$ cat config.mk
export PLATFORM = sky130hd
export DESIGN_NAME = du_host_driver
export DESIGN_NICKNAME = d
export VERILOG_FILES = /design/src/rtl/du_host_driver.sv
export SDC_FILE = /design/constraint.sdc
export NUM_CORES = 1
export LEC_CHECK = 0
export CORE_ASPECT_RATIO = 0.6
export CORE_MARGIN = 3
export CORE_UTILIZATION = 40
export DETAILED_ROUTE_END_ITERATION = 8
export PLACE_DENSITY = 0.76
export SETUP_SLACK_MARGIN = 0.05
export SYNTH_ARGS = -nofsm -noshare
export SYNTH_HDL_FRONTEND = slang
export SYNTH_SLANG_ARGS = --single-unit
$ cat constraint.sdc
create_clock -name i_clock -period 3.7 [get_ports i_clock]
set_input_delay 0.37 -clock i_clock [delete_from_list [all_inputs] [get_ports i_clock]]
set_output_delay 0.37 -clock i_clock [all_outputs]
set_load 0.005 [all_outputs]
$ cat src/rtl/du_host_driver.sv
// Host-side driver for a debug unit reached over a UART byte link: it sends
// load/run/step commands, streams program bytes, and collects the 260-byte dump.
module du_host_driver #(
    parameter int                BYTE       = 8,
    parameter int                DWORD      = 32,
    parameter int                DUMP_BYTES = 260,
    parameter int                TIMEOUT    = 1000000,
    parameter logic [BYTE-1:0]   CMD_LOAD   = 8'h01,
    parameter logic [BYTE-1:0]   CMD_RUN    = 8'h02,
    parameter logic [BYTE-1:0]   CMD_STEP   = 8'h03
) (
    input  logic             i_clock,
    input  logic             i_reset,
    input  logic             i_cmd_valid,
    input  logic [1:0]       i_cmd,
    input  logic [BYTE-1:0]  i_prog_len,
    input  logic [BYTE-1:0]  i_prog_data,
    output logic [BYTE-1:0]  o_prog_addr,
    output logic [BYTE-1:0]  o_tx_data,
    output logic             o_tx_start,
    input  logic             i_tx_done,
    input  logic [BYTE-1:0]  i_rx_data,
    input  logic             i_rx_done,
    output logic             o_cmd_ready,
    output logic             o_busy,
    output logic             o_dump_valid,
    output logic [8:0]       o_dump_index,
    output logic [BYTE-1:0]  o_dump_data,
    output logic [DWORD-1:0] o_pc,
    output logic             o_done,
    output logic             o_error
);
    localparam int              TW     = $clog2(TIMEOUT + 1);
    localparam logic [TW-1:0]   T_LAST = TW'(TIMEOUT - 1);
    localparam logic [TW-1:0]   T_ONE  = 1;
    localparam logic [8:0]      D_LAST = 9'(DUMP_BYTES - 1);
    localparam logic [BYTE-1:0] B_ONE  = 1;

    typedef enum logic [3:0] {
        IDLE, SEND_CMD, WAIT_CMD, SEND_LEN, WAIT_LEN,
        FETCH, SEND_PROG, WAIT_PROG, RECV_DUMP
    } state_t;

    state_t          r_state, w_next;
    logic            w_start, w_done, w_timeout;
    logic [BYTE-1:0] w_cmd_byte;
    logic [1:0]      r_cmd;
    logic [BYTE-1:0] r_len;
    logic [BYTE-1:0] r_tx_data;
    logic [BYTE-1:0] r_prog_addr;
    logic [8:0]      r_count;
    logic [TW-1:0]   r_timer;
    logic            r_dump_valid;
    logic [8:0]      r_dump_index;
    logic [BYTE-1:0] r_dump_data;
    logic [DWORD-1:0] r_pc;
    logic            r_done;
    logic            r_error;

    always_ff @(posedge i_clock) begin
        if (i_reset) r_state <= IDLE;
        else         r_state <= w_next;
    end

    always_comb begin
        w_next    = r_state;
        w_start   = 1'b0;
        w_done    = 1'b0;
        w_timeout = 1'b0;
        case (r_state)
            IDLE:      if (i_cmd_valid && i_cmd != 2'd0) begin
                           w_start = 1'b1;
                           w_next  = SEND_CMD;
                       end
            SEND_CMD:  w_next = WAIT_CMD;
            WAIT_CMD:  if (i_tx_done) w_next = (r_cmd == 2'd1) ? SEND_LEN : RECV_DUMP;
            SEND_LEN:  w_next = WAIT_LEN;
            WAIT_LEN:  if (i_tx_done) begin
                           if (r_len == '0) begin
                               w_next = IDLE;
                               w_done = 1'b1;
                           end else begin
                               w_next = FETCH;
                           end
                       end
            FETCH:     w_next = SEND_PROG;
            SEND_PROG: w_next = WAIT_PROG;
            WAIT_PROG: if (i_tx_done) begin
                           if (r_prog_addr == r_len - B_ONE) begin
                               w_next = IDLE;
                               w_done = 1'b1;
                           end else begin
                               w_next = FETCH;
                           end
                       end
            RECV_DUMP: if (i_rx_done) begin
                           if (r_count == D_LAST) begin
                               w_next = IDLE;
                               w_done = 1'b1;
                           end
                       end else if (r_timer == T_LAST) begin
                           w_next    = IDLE;
                           w_timeout = 1'b1;
                       end
            default:   w_next = IDLE;
        endcase
    end

    always_comb begin
        case (i_cmd)
            2'd1:    w_cmd_byte = CMD_LOAD;
            2'd2:    w_cmd_byte = CMD_RUN;
            default: w_cmd_byte = CMD_STEP;
        endcase
    end

    always_ff @(posedge i_clock) begin
        if (i_reset) begin
            r_cmd        <= '0;
            r_len        <= '0;
            r_tx_data    <= '0;
            r_prog_addr  <= '0;
            r_count      <= '0;
            r_timer      <= '0;
            r_dump_valid <= 1'b0;
            r_dump_index <= '0;
            r_dump_data  <= '0;
            r_pc         <= '0;
            r_done       <= 1'b0;
            r_error      <= 1'b0;
        end else begin
            r_done       <= w_done;
            r_dump_valid <= 1'b0;
            if (w_timeout) r_error <= 1'b1;
            case (r_state)
                IDLE: if (w_start) begin
                    r_cmd       <= i_cmd;
                    r_len       <= i_prog_len;
                    r_tx_data   <= w_cmd_byte;
                    r_prog_addr <= '0;
                    r_error     <= 1'b0;
                end
                WAIT_CMD: if (i_tx_done) begin
                    r_tx_data <= r_len;
                    r_count   <= '0;
                    r_timer   <= '0;
                end
                SEND_PROG: r_tx_data <= i_prog_data;
                WAIT_PROG: if (i_tx_done && w_next == FETCH) r_prog_addr <= r_prog_addr + B_ONE;
                RECV_DUMP: if (i_rx_done) begin
                    r_dump_valid <= 1'b1;
                    r_dump_index <= r_count;
                    r_dump_data  <= i_rx_data;
                    r_count      <= r_count + 9'd1;
                    r_timer      <= '0;
                    // The first four dump bytes carry the PC, most significant first.
                    if (r_count < 9'd4) r_pc <= {r_pc[DWORD-BYTE-1:0], i_rx_data};
                end else begin
                    r_timer <= r_timer + T_ONE;
                end
                default: ;
            endcase
        end
    end

    // The ROM answers one cycle after the address moves, so the program byte
    // is forwarded straight through while SEND_PROG is active.
    assign o_tx_data    = (r_state == SEND_PROG) ? i_prog_data : r_tx_data;
    assign o_tx_start   = (r_state == SEND_CMD) || (r_state == SEND_LEN) || (r_state == SEND_PROG);
    assign o_cmd_ready  = (r_state == IDLE);
    assign o_busy       = (r_state != IDLE);
    assign o_prog_addr  = r_prog_addr;
    assign o_dump_valid = r_dump_valid;
    assign o_dump_index = r_dump_index;
    assign o_dump_data  = r_dump_data;
    assign o_pc         = r_pc;
    assign o_done       = r_done;
    assign o_error      = r_error;
endmodule

==> flow_metrics.tcl, run 1 <==
set metrics [dict create \
    r2r_cells 6 \
    place_hpwl_um 10100 \
    synth_compound_area_share_pct 18.3 \
    final_nets 744 \
    intPower_mw 1.86 \
    m1WireLength_um 6990 \
    r2r-end "o_pc[20]" \
    antenna_cells 0 \
    startpoint_type "flip-flop" \
    cts_sinks 111 \
    cp.required_ps 3330 \
    routed_wl_um 14300 \
    fin_setup_tns_ps 0 \
    syn_nets 670 \
    fin_hold_ws_ps 457 \
    path_cells "nor3b_1, buf_4, and2_1, mux2_2, clkdlybuf4s50_1" \
    multiInputGateArea_um2 2740 \
    synthSimpleGateAreaFrac_pct 25.6 \
    via_per_inst 5.59 \
    grt_overflow 0 \
    dieArea_um2 14300 \
    critPathSlowestCell "dfxtp_1" \
    p_leak_nw 2.23 \
    p_clk_share_pct 39.8 \
    die-height_um 93.9 \
    grt_pass1_vias 4593 \
    routed.top_layer "met4" \
    post_cts_resized 0 \
    ys_warn_count 0 \
    timing.rr.start "r_state[2]" \
    switching_share_pct 25.4 \
    syn_to_final_growth_pct 27.3 \
    fin_area_um2 6560 \
    cts_setup_buffers 0 \
    ios 102 \
    relSlewSlack_pct 25.8 \
    synthFlopType "dfxtp_1" \
    p_sw_mw 0.635 \
    min_to "o_dump_index[7]" \
    synth_edf_count 0 \
    min_period_ps 2950 \
    numCtsBuffers 9 \
    drv_cap 0 \
    coreArea_um2 12300 \
    max_stage_delay_ps 600 \
    finClkSkew_ps 10.2 \
    seq_power_share_pct 49.8 \
    cts.clk_slew.worst_paths_ps 70 \
    critPathKind "flip-flop to output port" \
    wire_per_inst_um 16.3 \
    synth_xor_area_share_pct 2.38 \
    drt-initial-drc-count 579 \
    grt_pass1_wl_um 23600 \
    met2_length_um 6170 \
    syn_area_per_cell_um2 8.13 \
    met3_length_um 1000 \
    gp_congestion 0.935 \
    cts-root-buf "clkbuf_16" \
    synthAdderAreaFrac_pct 1.21 \
    rsz0062_at_grt "false" \
    cp.arrival_ps 2580 \
    period_share_pct 79.8 \
    max-vdd-ir-drop_uv 188 \
    worst_slew_pin_slew_ps 1110 \
    die_w_um 153 \
    seqCellArea_um2 2220 \
    grtUsageTotal_pct 19.8 \
    firstDrtPassIters 6 \
    hold_viol_final 0 \
    async_flop_share_pct 0 \
    synth_cell_types 64 \
    postPlaceCellArea_um2 6260 \
    setup_viol 0 \
    cts_buffer_depth 2 \
    via_count 4900 \
    initial_core_util_pct 41.8 \
    fillers 1140 \
    hp-start "o_dump_index[7]" \
    grt_max_degree 65 \
    cts_tree "yes" \
    io_buffers 101 \
    power.density_nw_per_um2 380 \
    syn_area_um2 5150 \
    hold_buffers 0 \
    synth_top_family_by_area "simple AND/OR/NAND/NOR gates" \
    max_freq_mhz 339 \
    hp-class "flip-flop to flip-flop" \
    synth_seq_cells 111 \
    regToRegSetupSlack_ps 890 \
    htree_levels 3 \
    outcome "finished, final reports clean" \
    cp_max_fo 14 \
    hold_depth 2 \
    rows 31 \
    syn_inst 634 \
    cp-end-kind "output port" \
    antenna_found_initial 0 \
    clock_latency_ps 350 \
    dp_cells 862 \
    drive_gt1_share_pct 6.74 \
    comb_power_share_pct 10.4 \
    drc 0 \
    ant_nets 0 \
    yosysSeqAreaShare_pct 43.1 \
    slew_viol_final 0 \
    synthMuxAreaShare_pct 5.46 \
    finalNonFillerCells 877 \
]
## power by group through the flow
| stage | Sequential (mW) | Clock, mW | Combinational [mW] |
|---|---|---|---|
| 3_3_place_gp | 1.27 | 0 | 0.250 |
| 4_1_cts | 1.24 | 1.01 | 0.259 |
| 6_report | 1.24 | 0.994 | 0.260 |
| 2_1_floorplan | 1.25 | 0 | 0.171 |
| 3_5_place_dp | 1.27 | 0 | 0.257 |
| 5_1_grt | 1.24 | 1.06 | 0.285 |
## layout by cell type (no fill, tap or decap), drive strengths merged, types with 4 or more instances in the layout
cell type | synthesis | routed
clkdlybuf4s50 | 0 | 100
or4 | 7 | 7
nand3 | 10 | 10
nand2b | 6 | 6
o21ai | 23 | 23
ha | 5 | 5
xor2 | 11 | 11
o211a | 4 | 4
mux2 | 9 | 9
a21oi | 86 | 86
inv | 5 | 7
and3 | 6 | 6
nand4 | 7 | 7
nand2 | 131 | 131
nor2 | 55 | 55
a31oi | 8 | 8
o31ai | 5 | 5
mux2i | 18 | 18
or3 | 5 | 5
dfxtp | 111 | 111
nor3 | 12 | 12
nor3b | 5 | 5
buf | 10 | 8
and2 | 4 | 4
clkbuf | 35 | 9
a311oi | 6 | 6
## state kept, by name, indices dropped and copies added (netlist names)
register      flops
r_tx_data         8
o_pc             32
r_len             8
r_count           9
r_cmd             2
r_timer          20
o_dump_data       8
r_state           4
o_error           1
o_prog_addr       8
o_dump_valid      1
o_dump_index      9
o_done            1
## routing by layer
metal  track usage (%)  vias up
met2              29.0      179
met3              4.19       17
met1              29.8     2330
met4              4.67        0
li1                  -     2374
met5                 0        -
## stage by stage
step                setup slack (ps)  utilization [%]  power (mW)
floorplan                       1420                -        1.42
detailed placement               904             50.7        1.53
global route                     585             53.2        2.59
CTS                              748             53.2        2.51
finish                           748             53.2        2.50
global placement                 987             50.7        1.52
## worst max path at each step
stage | start | to | slack, ps
6_report | r_state[1] | o_tx_data[3] | 750
5_1_grt | r_state[1] | o_tx_data[0] | 590
4_1_cts | r_state[1] | o_tx_data[0] | 750
3_5_place_dp | r_state[2] | o_pc[30] | 900
3_3_place_gp | r_state[2] | o_pc[2] | 990
2_1_floorplan | r_len[0] | o_prog_addr[1] | 1420
## worst max-delay path: cells and delay by family, from the launching register on
family | cells | cell delay [ps]
DFF | 1 | 600
buffers and inverters | 2 | 640
and+or+nand+nor | 2 | 610
muxes | 1 | 380
## synth_stat cells (2+ instances only)
cell	instances	area, µm²
a41oi_1	3	26.3
o21a_1	2	15.0
nand2_1	131	492
and2_1	3	18.8
nand3_1	10	50.1
nand2b_1	6	37.5
a21oi_1	86	430
clkbuf_1	32	120
buf_1	3	11.3
buf_2	7	35.0
xor2_1	11	96.3
o2111ai_1	2	17.5
and3_1	6	37.5
mux2i_1	18	180
nand4b_1	3	26.3
a31o_2	2	17.5
clkbuf_2	3	15.0
o31ai_1	5	37.5
a21o_1	2	15.0
nand4_1	6	37.5
or2_2	3	18.8
nor2_1	54	203
nand3b_1	3	22.5
nor4b_1	2	17.5
xnor2_1	3	26.3
a22oi_1	2	15.0
mux2_2	9	101
nor4_4	2	42.5
ha_1	5	62.6
or3_1	5	31.3
a211oi_1	3	22.5
a311oi_1	6	52.6
dfxtp_1	111	2220
and4_1	3	26.3
inv_1	5	18.8
a31oi_1	8	50.1
nor3_1	11	55.1
o21ai_0	21	105
or4_1	6	45.0
o211a_1	4	40.0
nor3b_1	4	30.0
## area by class of cell
class | instances | area share [%]
inverters | 5 | 0.286
repair buffers | 108 | 16.3
flip-flops and latches | 111 | 33.9
well taps | 165 | 3.15
multi-input cells | 473 | 41.7
clock inverters | 6 | 1.22
clock buffers | 9 | 3.43
## cells by family after synthesis
logic type,Yosys count
buffers and inverters,50
flip-flops,111
adder cells (fa/ha/maj),5
multiplexers,27
AND/OR/NAND/NOR,270
AO/OA/AOI/OAI,157
XOR/XNOR,14
Power figures use the tool's default switching activity.
==> run 2, diff against run 1 <==
- PLACE_DENSITY: 0.76 -> 0.79
- clock period: 3.7 -> 2.53 ns (I/O delays scaled with it)
==> run 2 against run 1 <==
Clock skew shrank 1.4 ps; clock power up 42%; wire length down 0.38%; sequential cell count did not move; critical path type unchanged; critical endpoint is now o_tx_data[0]; final area rose by 1.7%; largest power group unchanged; worst hold slack got worse by 11 ps.
==> flow_metrics.tcl, run 2 (synthesis gave the netlist of run 1 again) <==
set metrics [dict create \
    relSlewSlack_pct 40.8 \
    max_freq_mhz 418 \
    syn_to_final_growth_pct 29.4 \
    grt_max_degree 44 \
    min_to "r_len[1]" \
    grtUsageTotal_pct 19.5 \
    timing.rr.start "r_len[0]" \
    wire_per_inst_um 16.0 \
    dp_cells 876 \
    via_per_inst 5.56 \
    grt_pass1_vias 4640 \
    drive_gt1_share_pct 9.49 \
    hold_depth 3 \
    power.density_nw_per_um2 542 \
    fin_hold_ws_ps 446 \
    antenna_found_initial 0 \
    fillers 1140 \
    dieArea_um2 14300 \
    ios 102 \
    period_share_pct 94.5 \
    path_cells "nor3b_2, and2_4, mux2_2, clkdlybuf4s50_1" \
    initial_core_util_pct 41.8 \
    hp-class "input pin to flip-flop" \
    r2r_cells 9 \
    coreArea_um2 12300 \
    final_nets 758 \
    final_cell_mix "nand2_1 (131), dfxtp_1 (108), clkdlybuf4s50_1 (100)" \
    critPathKind "flip-flop to output port" \
    path_buf_inv 1 \
    cts-root-buf "clkbuf_16" \
    cts_buffer_depth 2 \
    largest_reg_flops 32 \
    regToRegSetupSlack_ps 190 \
    final_common_cell "nand2_1" \
    cp.required_ps 2280 \
    grt_overflow 0 \
    rsz0062_at_grt "true" \
    hold_buffers 0 \
    firstDrtPassIters 5 \
    max_stage_delay_ps 460 \
    ant_nets 0 \
    startpoint_type "flip-flop" \
    numCtsBuffers 9 \
    cp.arrival_ps 2140 \
    io_buffers 101 \
    cts_setup_buffers 0 \
    grt_pass1_wl_um 23300 \
    finalNonFillerCells 892 \
    cp_top_family "simple AND/OR/NAND/NOR gates" \
    drv_cap 0 \
    p_leak_nw 2.30 \
    r2r-end "o_prog_addr[7]" \
    gp_congestion 0.880 \
    outcome "finished, final reports clean" \
    cts_sinks 111 \
    min_period_ps 2390 \
    startpoint "r_state[0]" \
    fin_setup_tns_ps 0 \
    finClkSkew_ps 8.87 \
    cp_max_fo 15 \
    antenna_cells 0 \
    cp-end-kind "output port" \
    htree_levels 3 \
    place_hpwl_um 10400 \
    hold_viol_final 0 \
    rows 31 \
    drc 0 \
    cts_tree "yes" \
    hp-start "i_prog_len[1]" \
    routed_wl_um 14200 \
    drt-initial-drc-count 406 \
    via_count 4959 \
    slew_viol_final 0 \
    max-vdd-ir-drop_uv 304 \
    clock_latency_ps 350 \
    cts.clk_slew.worst_paths_ps 80 \
    critPathSlowestCell "dfxtp_1" \
    die-height_um 93.9 \
    worst_slew_pin_slew_ps 888 \
    setup_viol 0 \
    die_w_um 153 \
]
-- run 2: cell types whose count changed in the layout (fill, tap and decap cells not counted), sizes merged --
| cell | change |
|---|---|
| buf | +14 |
| inv | +3 |
| clkinv | -2 |
| bufinv | -1 |
| clkbuf | +1 |
-- run 2: through the flow --
| stage | worst slack [ps] | instance area [µm²] | power [mW] | util [%] |
|---|---|---|---|---|
| 2_1_floorplan | 254 | 5150 | 2.08 | - |
| 3_3_place_gp | 207 | 6360 | 2.23 | 51.6 |
| 3_5_place_dp | 82.6 | 6360 | 2.24 | 51.6 |
| 4_1_cts | 50.5 | 6660 | 3.63 | 54.0 |
| 5_1_grt | 48.1 | 6670 | 3.75 | 54.1 |
| 6_report | 138 | 6670 | 3.62 | 54.1 |
-- run 2: worst max-delay path by stage --
stage / endpoint / slack [ps] / depth (start not counted)
after floorplan: o_prog_addr[1] / 250 / 10
after global placement: o_prog_addr[6] / 210 / 9
after detailed placement: o_prog_addr[5] / 80 / 9
after CTS: o_prog_addr[5] / 50 / 9
after global routing: o_prog_addr[7] / 50 / 9
final: o_tx_data[0] / 140 / 4
-- run 2: final cells by class --
type	instances	area, µm²	share of cell area [%]
Clock buffer	10	239	3.58
Clock inverter	6	56.3	0.844
Inverter	5	18.8	0.281
Multi-Input combinational cell	473	2750	41.2
Sequential cell	111	2230	33.4
Tap cell	165	206	3.09
Timing Repair Buffer	122	1180	17.6
-- run 2: power breakdown --
group | switching, mW | internal (mW) | leakage [nW]
Combinational | 0.217 | 0.186 | 1.26
Sequential | 0.0375 | 1.77 | 0.897
Clock | 0.685 | 0.721 | 0.144
-- run 2: worst reg2reg max path, stage by stage, from the launching register on --
cell and delay (ps):
dfxtp_2 400, inv_1 90, ha_1 240, and2_1 200, a211oi_2 210, o31a_1 210
nor4_4 60, buf_4 190, or4_1 500, a21oi_1 160
-- run 2: what timing repair did --
item / CTS / global route
pin swaps: 0 / 1
resized for setup: 3 / 4
endpoints found under the setup margin: 8 / 16
-- run 2: layer usage --
metal / routed length [µm] / vias to the layer above / GRT usage (%)
li1: - / 2408 / -
met1: 6820 / 2366 / 27.5
met2: 6380 / 164 / 30.4
met3: 889 / 21 / 4.23
met4: 149 / 0 / 5.19
met5: 0 / - / 0
==> run 3, diff against run 2 <==
- CORE_ASPECT_RATIO: 0.6 -> 1.25
- CORE_MARGIN: 3 -> 1
==> run 3 against run 2 <==
Clock-buffer cell count fell by 1; critical path depth did not move; sequential cell count unchanged; via count shrank 3.6%.
==> flow_metrics.tcl, run 3 (synthesis gave the netlist of run 1 again) <==
set metrics [dict create \
    period_share_pct 95.7 \
    place_ws_ps 176 \
    setup_viol 0 \
    initial_core_util_pct 40.9 \
    cts_sinks 111 \
    p_clk_share_pct 40.0 \
    fin_ws_ps 108 \
    ant_nets 0 \
    power.density_nw_per_um2 547 \
    firstDrtPassIters 4 \
    syn_to_final_growth_pct 30.3 \
    startpoint_type "flip-flop" \
    timing.rr.start "r_len[1]" \
    htree_levels 3 \
    switching_share_pct 25.3 \
    hold_buffers 0 \
    startpoint "r_state[2]" \
    comb_power_share_pct 10.9 \
    cts_setup_buffers 0 \
    antenna_cells 0 \
    final_cell_mix "nand2_1 (131), dfxtp_1 (109), clkdlybuf4s50_1 (100)" \
    r2r_cells 9 \
    cp.arrival_ps 2170 \
    worst_slew_pin_slew_ps 726 \
    ios 102 \
    wire_per_inst_um 14.5 \
    cp-end-kind "output port" \
    via_count 4779 \
    cts_tree "yes" \
    via_per_inst 5.31 \
    p_sw_mw 0.930 \
    cts.clk_slew.worst_paths_ps 70 \
    grt_max_degree 46 \
    rsz0062_at_grt "false" \
    final_nets 763 \
    cp_max_fo 9 \
    rows 46 \
    r2r-end "o_prog_addr[6]" \
    drive_gt1_share_pct 9.84 \
    antenna_found_initial 0 \
    grt_pass1_vias 4507 \
    final_common_cell "nand2_1" \
    drt-initial-drc-count 207 \
    die_w_um 104 \
    endpoint "o_tx_data[7]" \
    hp-class "input pin to flip-flop" \
    dieArea_um2 13300 \
    grt_pass1_wl_um 21800 \
    cts_buffer_depth 2 \
    regToRegSetupSlack_ps 220 \
    clock_latency_ps 360 \
    seq_power_share_pct 49.1 \
    cp.required_ps 2280 \
    cts-root-buf "clkbuf_16" \
    intPower_mw 2.74 \
    max_freq_mhz 413 \
    fin_setup_tns_ps 0 \
    critPathKind "flip-flop to output port" \
    coreArea_um2 12600 \
    relSlewSlack_pct 51.4 \
    hold_viol_final 0 \
    place_hpwl_um 9110 \
    slew_viol_final 0 \
    routed_wl_um 13100 \
    fillers 1189 \
    p_leak_nw 2.34 \
    finClkSkew_ps 7.33 \
    drc 0 \
    grtUsageTotal_pct 20.1 \
    gp_congestion 0.828 \
    largest_reg_flops 32 \
    outcome "finished, final reports clean" \
    grt_overflow 0 \
    io_buffers 101 \
    die-height_um 129 \
    max-vdd-ir-drop_uv 290 \
    numCtsBuffers 9 \
    min_period_ps 2420 \
    drv_cap 0 \
]
run 3: worst max-delay path, cell delays in order (launching register included):
cell             delay [ps]
dfxtp_1                 500
buf_4                   260
and2_4                  230
mux2_2                  350
clkdlybuf4s50_1         470
run 3: cell type report:
type,instances,area [µm²],share of cell area (%)
clock buffers,9,225,3.35
repair buffers,127,1210,18.1
multi-input cells,473,2750,40.9
flip-flops and latches,111,2220,33.1
clock inverters,7,77.6,1.16
inverters,5,18.8,0.279
well taps,168,210,3.13
run 3: timing repair:
item                                   in CTS  in global routing
endpoints found under the hold margin       0                  0
setup endpoints to repair                   8                  5
resized for setup                           3                  2
run 3: stage by stage:
stage | instance area, µm² | cells | utilization [%] | hold slack [ps] | total power [mW]
finish | 6720 | 900 | 53.3 | 426 | 3.67
CTS | 6710 | 900 | 53.3 | 422 | 3.70
detailed placement | 6400 | 884 | 50.8 | 442 | 2.24
global route | 6720 | 900 | 53.3 | 450 | 3.81
global placement | 6400 | 884 | 50.8 | 440 | 2.24
floorplan | 5150 | 634 | - | 389 | 2.08
run 3: power groups by stage:
stage               clock, mW  sequential, mW  combinational, mW
floorplan                   0            1.83              0.250
global placement            0            1.84              0.394
detailed placement          0            1.84              0.397
CTS                      1.50            1.80              0.400
global route             1.56            1.81              0.442
finish                   1.47            1.80              0.400
run 3: worst min path at each step:
stage | from | to | slack [ps] | cells after the start
finish | i_reset | o_dump_valid | 430 | 2
global route | i_prog_len[2] | r_len[2] | 450 | 3
CTS | i_reset | o_dump_valid | 420 | 2
detailed placement | o_pc[30] | o_pc[30] | 440 | 2
global placement | o_pc[30] | o_pc[30] | 440 | 2
floorplan | i_rx_data[0] | o_dump_data[0] | 390 | 2
run 3: routing by layer:
metal,up-vias,routed length (µm),global-route usage (%)
met3,26,426,2.79
li1,2425,-,-
met2,93,6410,34.2
met4,0,390,11.2
met5,-,0,0
met1,2235,5840,24.6
==> RTL change 1 (flow settings as in run 3) <==
Encoding of `state_t`: now one-hot (9 bits for 9 states).
--- a/src/rtl/du_host_driver.sv
+++ b/src/rtl/du_host_driver.sv
@@ -38,5 +38,5 @@
 
-    typedef enum logic [3:0] {
-        IDLE, SEND_CMD, WAIT_CMD, SEND_LEN, WAIT_LEN,
-        FETCH, SEND_PROG, WAIT_PROG, RECV_DUMP
+    typedef enum logic [8:0] {
+        IDLE = 9'b000000001, SEND_CMD = 9'b000000010, WAIT_CMD = 9'b000000100, SEND_LEN = 9'b000001000, WAIT_LEN = 9'b000010000,
+        FETCH = 9'b000100000, SEND_PROG = 9'b001000000, WAIT_PROG = 9'b010000000, RECV_DUMP = 9'b100000000
     } state_t;
Formal check against the unedited RTL: same outputs for any inputs over 4 cycles, from zero or initial values and one cycle with i_reset high; so few cycles prove little.
==> RTL change 1 against run 3 <==
Combinational power up 14%; power increased by 28%; wire length up 15%; worst setup slack worse by 41 ps; clock power rose by 61%; sequential cell count rose by 5; area after synthesis grew 3.3%; final area increased by 12%; highest routed layer unchanged.
==> RTL change 1: results (changes against run 3) <==
Outcome: complete, no violations
Layout overhead on the synthesized area: 41.2%
Final worst-path cycle share: 0.974 (+0.0162)
Hold_ws: 300 ps (-126 ps)
Number of combinational gates with multiple inputs: 495 (+4.7%)
Invs w/o clock: 11 (+6)
Fraction of synthesized area in multiplexers: 0.0320 (-0.0226)
Iteration-0 DRC Markers: 346 (+67%)
DR WL/cell: 15.3 µm (+5.4%)
Measured slew at the worst slew-check pin: 520 ps (-206 ps)
Net count of the mapped netlist: 706 (+5.4%)
Xor and xnor area share after synthesis: 0.0345 (+0.0108)
Critical-path cell with the highest stage delay: sky130_fd_sc_hd__dfxtp_4
Clock network area share: 0.0777 (+0.0327)
DP HPWL: 9.71 mm (+6.6%)
Area of the multi-input gates: 2850 µm² (+3.9%)
Total placed cells including tap cells: 932 (+5.4%)
Count of TritonRoute iterations in the first routing pass: 5 (+1)
Proportion of synthesized chip area in sequential cells: 0.436 (+0.00512)
Clk_lat worst skew: 410 ps (+50 ps)
Largest fanout of any net on the critical path: 7 (-2)
Final Skew: 8.49 ps (+1.16 ps)
GPL Wtd Cong: 0.912 (+10%)
Dominant delay contributor by cell family on the critical path: simple AND/OR/NAND/NOR gates
Number of instances in the synthesized netlist: 670 (+5.7%)
Compound-Gate Fraction of Synth Area: 0.178 (-0.00558)
Leakage Power: 2.80 nW (+20%)
Buffering overhead: 0.199 (+0.0185)
Largest cells by area after synthesis: sky130_fd_sc_hd__dfxtp_1, sky130_fd_sc_hd__nand2_1, sky130_fd_sc_hd__a21oi_1
Placed inst area: 6690 µm² (+4.5%)
Clock buffer count from CTS: 17 (+8)
Most frequent cells after synthesis: sky130_fd_sc_hd__nand2_1, sky130_fd_sc_hd__dfxtp_1, sky130_fd_sc_hd__a21oi_1
Synthesized-area fraction occupied by adder cells: 0.0118 (-0.000385)
Share of cell area taken by flip-flops and latches: 0.310 (-0.0211)
Slack of the worst reg-to-reg path: 170 ps (-50 ps)
GRT Overall Usage: 0.221 (+0.0202)
Net count of the finished layout: 836 (+9.6%)
Endpoint arrival time on the critical path: 2210 ps (+40 ps)
Detailed-route wire length: 15.0 mm (+15%)
Worst VDD drop: 340 µV (+17%)
Pin count of the biggest net entering global routing: 60 (+30%)
Maximum level of the CTS H-tree: 4 (+1)
Total via count after detailed routing: 5430 (+14%)
Wire length of the first global-routing pass: 24.1 mm (+11%)
Overall die width: 105 µm (+1.6%)
DP Worst Slack: 140 ps (-35.7 ps)
Via count of the first global-routing pass: 5089 (+13%)
Non-CTS buffers: 159 (+25%)
Count of fill cells added during filler insertion: 1134 (-4.6%)
Seq cells post-synth: 116 (+4.5%)
-- RTL change 1: cell count changes after synthesis, moves of 8 or more --
cell / before / now
sky130_fd_sc_hd__mux2i_1: 18 / 8
sky130_fd_sc_hd__nor2_1: 54 / 63
sky130_fd_sc_hd__nand3_1: 10 / 18
sky130_fd_sc_hd__a211oi_1: 3 / 15
-- RTL change 1: worst paths after layout --
kind	from	endpoint	depth (start not counted)
max reg2reg	r_state[0]$_SDFF_PP1_	o_prog_addr[6]$_SDFFE_PP0P_	11
min	i_reset	r_len[3]$_SDFFE_PP0P_	2
max	r_state[0]$_SDFF_PP1_	o_tx_data[6]	7
min reg2reg	o_dump_data[5]$_SDFFE_PP0P_	o_dump_data[5]$_SDFFE_PP0P_	2
-- RTL change 1: power by group through the flow --
stage / clock network [mW] / logic [mW] / registers (mW)
6_report: 2.36 / 0.456 / 1.89
3_5_place_dp: 0 / 0.413 / 1.93
2_1_floorplan: 0 / 0.238 / 1.92
3_3_place_gp: 0 / 0.408 / 1.93
5_1_grt: 2.48 / 0.493 / 1.89
4_1_cts: 2.39 / 0.422 / 1.89
-- RTL change 1: timing repair --
| action | CTS | global route |
|---|---|---|
| resized for setup | 45 | 20 |
| cloned | 2 | 1 |
| setup endpoints to repair | 10 | 17 |
| pin swaps | 4 | 15 |
| hold endpoints to repair | 0 | 0 |
| hold buffers | 0 | 0 |
| buffers inserted | 13 | 5 |
-- RTL change 1: per-layer routing --
| layer | share of wire | track usage |
|---|---|---|
| met1 | 0.41 | 0.240 |
| met2 | 0.50 | 0.406 |
| met3 | 0.055 | 0.0511 |
| met4 | 0.036 | 0.111 |
| met5 | 0 | 0 |
==> RTL change 2 (config.mk and constraints of run 3) <==
Made on the original files. The parameter `DWORD` goes from 32 to 48.
--- a/src/rtl/du_host_driver.sv
+++ b/src/rtl/du_host_driver.sv
@@ -4,3 +4,3 @@
     parameter int                BYTE       = 8,
-    parameter int                DWORD      = 32,
+    parameter int                DWORD      = 48,
     parameter int                DUMP_BYTES = 260,
Interface: changed (resized o_pc); port bits go from 102 to 118. No check against the original RTL was run, so the function may have changed too.
==> RTL change 2 against run 3 <==
Clock power grew 78%; area after synthesis grew 11%; sequential cell count grew 16; via count grew 11%; global-route usage grew 0.25 points; wire length grew 10%; combinational power shrank 4%; core utilization grew 2.4 points; power grew 38%; worst setup slack gained 38 ps; non-clock buffer count grew 9; hold slack lost 56 ps; final area grew 15%; synthesized cell count grew 11%.
==> RTL change 2: results (changes against run 3) <==
Outcome: complete, no violations
Count of TritonRoute iterations in the first routing pass: 5 (+1)
Net count of the finished layout: 844 (+11%)
GPL Wtd Cong: 0.882 (+6.5%)
Leakage Power: 2.67 nW (+14%)
Flip-flop count of the largest register, all copies and words added: 48 (+50%)
Number of gates given a new drive strength after cts: 4 (+1)
Compound-Gate Fraction of Synth Area: 0.146 (-0.0376)
Synthesized-area fraction occupied by adder cells: 0.0110 (-0.00117)
Critical-path cell with the highest stage delay: sky130_fd_sc_hd__or4_1
Cell Count, Final, Fillers Out: 996 (+11%)
CP peak stage delay: 630 ps (+130 ps)
Most frequent cells after synthesis: sky130_fd_sc_hd__nand2_1, sky130_fd_sc_hd__dfxtp_1, sky130_fd_sc_hd__a21oi_1
DR WL/cell: 14.4 µm (-0.44%)
Clock buffer count from CTS: 17 (+8)
GRT Overall Usage: 0.204 (+0.00250)
Measured slew at the worst slew-check pin: 731 ps (+5.11 ps)
Clk_lat worst skew: 420 ps (+60 ps)
Proportion of synthesized chip area in sequential cells: 0.446 (+0.0145)
Net count of the mapped netlist: 737 (+10%)
Total placed cells including tap cells: 964 (+9.0%)
Pin count of the biggest net entering global routing: 69 (+50%)
DP Worst Slack: 200 ps (+24.4 ps)
Number of instances in the synthesized netlist: 701 (+11%)
Iteration-0 DRC Markers: 431 (+110%)
Largest cells by area after synthesis: sky130_fd_sc_hd__dfxtp_1, sky130_fd_sc_hd__nand2_1, sky130_fd_sc_hd__a21oi_1
Maximum level of the CTS H-tree: 4 (+1)
Worst VDD drop: 464 µV (+60%)
Xor and xnor area share after synthesis: 0.0292 (+0.00538)
RTL change 2: routing by layer:
metal  routed length [µm]  vias to the layer above  GRT usage  part of all wire
met3                  806                       36     0.0471             0.056
met4                  327                        0      0.107             0.023
met2                 7120                      172      0.352              0.49
met5                    0                        -          0                 0
li1                     -                     2652          -                 -
met1                 6140                     2457      0.230              0.43
RTL change 2: final cells by class:
type                            count  area (µm²)  share of cell area
Multi-Input combinational cell    523        2970               0.385
Sequential cell                   127        2550               0.330
Timing Repair Buffer              136        1340               0.173
Clock buffer                       20         457              0.0591
Tap cell                          175         219              0.0283
Clock inverter                     12         184              0.0238
Inverter                            3        11.3             0.00146
RTL change 2: power by group:
group | leakage [nW] | switching [mW] | internal [mW]
clock network | 0.307 | 0.911 | 1.71
logic | 1.34 | 0.204 | 0.180
registers | 1.03 | 0.0282 | 2.02
total | 2.67 | 1.14 | 3.91
RTL change 2: stage by stage:
stage          utilization  hold slack (ps)
6_report             0.557              370
5_1_grt              0.557              397
4_1_cts              0.556              361
3_5_place_dp         0.509              447
3_3_place_gp         0.509              442
2_1_floorplan            -              389
RTL change 2: kinds of logic (layout without fill, tap and decap cells):
group,Yosys count,count (layout)
muxes,39,39
buffers and inverters,51,171
AOI/OAI and AO/OA,144,144
adders and majority gates,5,5
xor gates and xnor gates,19,19
and+or+nand+nor,316,316
DFF,127,127
RTL change 2: worst paths after layout:
kind | slack, ps | startpoint | endpoint
worst min-delay path | 370 | i_reset | r_cmd[0]$_SDFFE_PP0P_
worst max-delay path | 150 | r_state[1]$_SDFF_PP0_ | o_cmd_ready
worst min register to register | 450 | o_pc[47]$_SDFFE_PP0P_ | o_pc[47]$_SDFFE_PP0P_
worst max register to register | 220 | r_len[0]$_SDFFE_PP0P_ | o_done$_SDFF_PP0_
RTL change 2: worst max-delay path, delay by kind of cell (launching register included):
kind,cells,cell delay [ps]
buffers and inverters,3,770
flip-flops,1,310
AND/OR/NAND/NOR,1,630
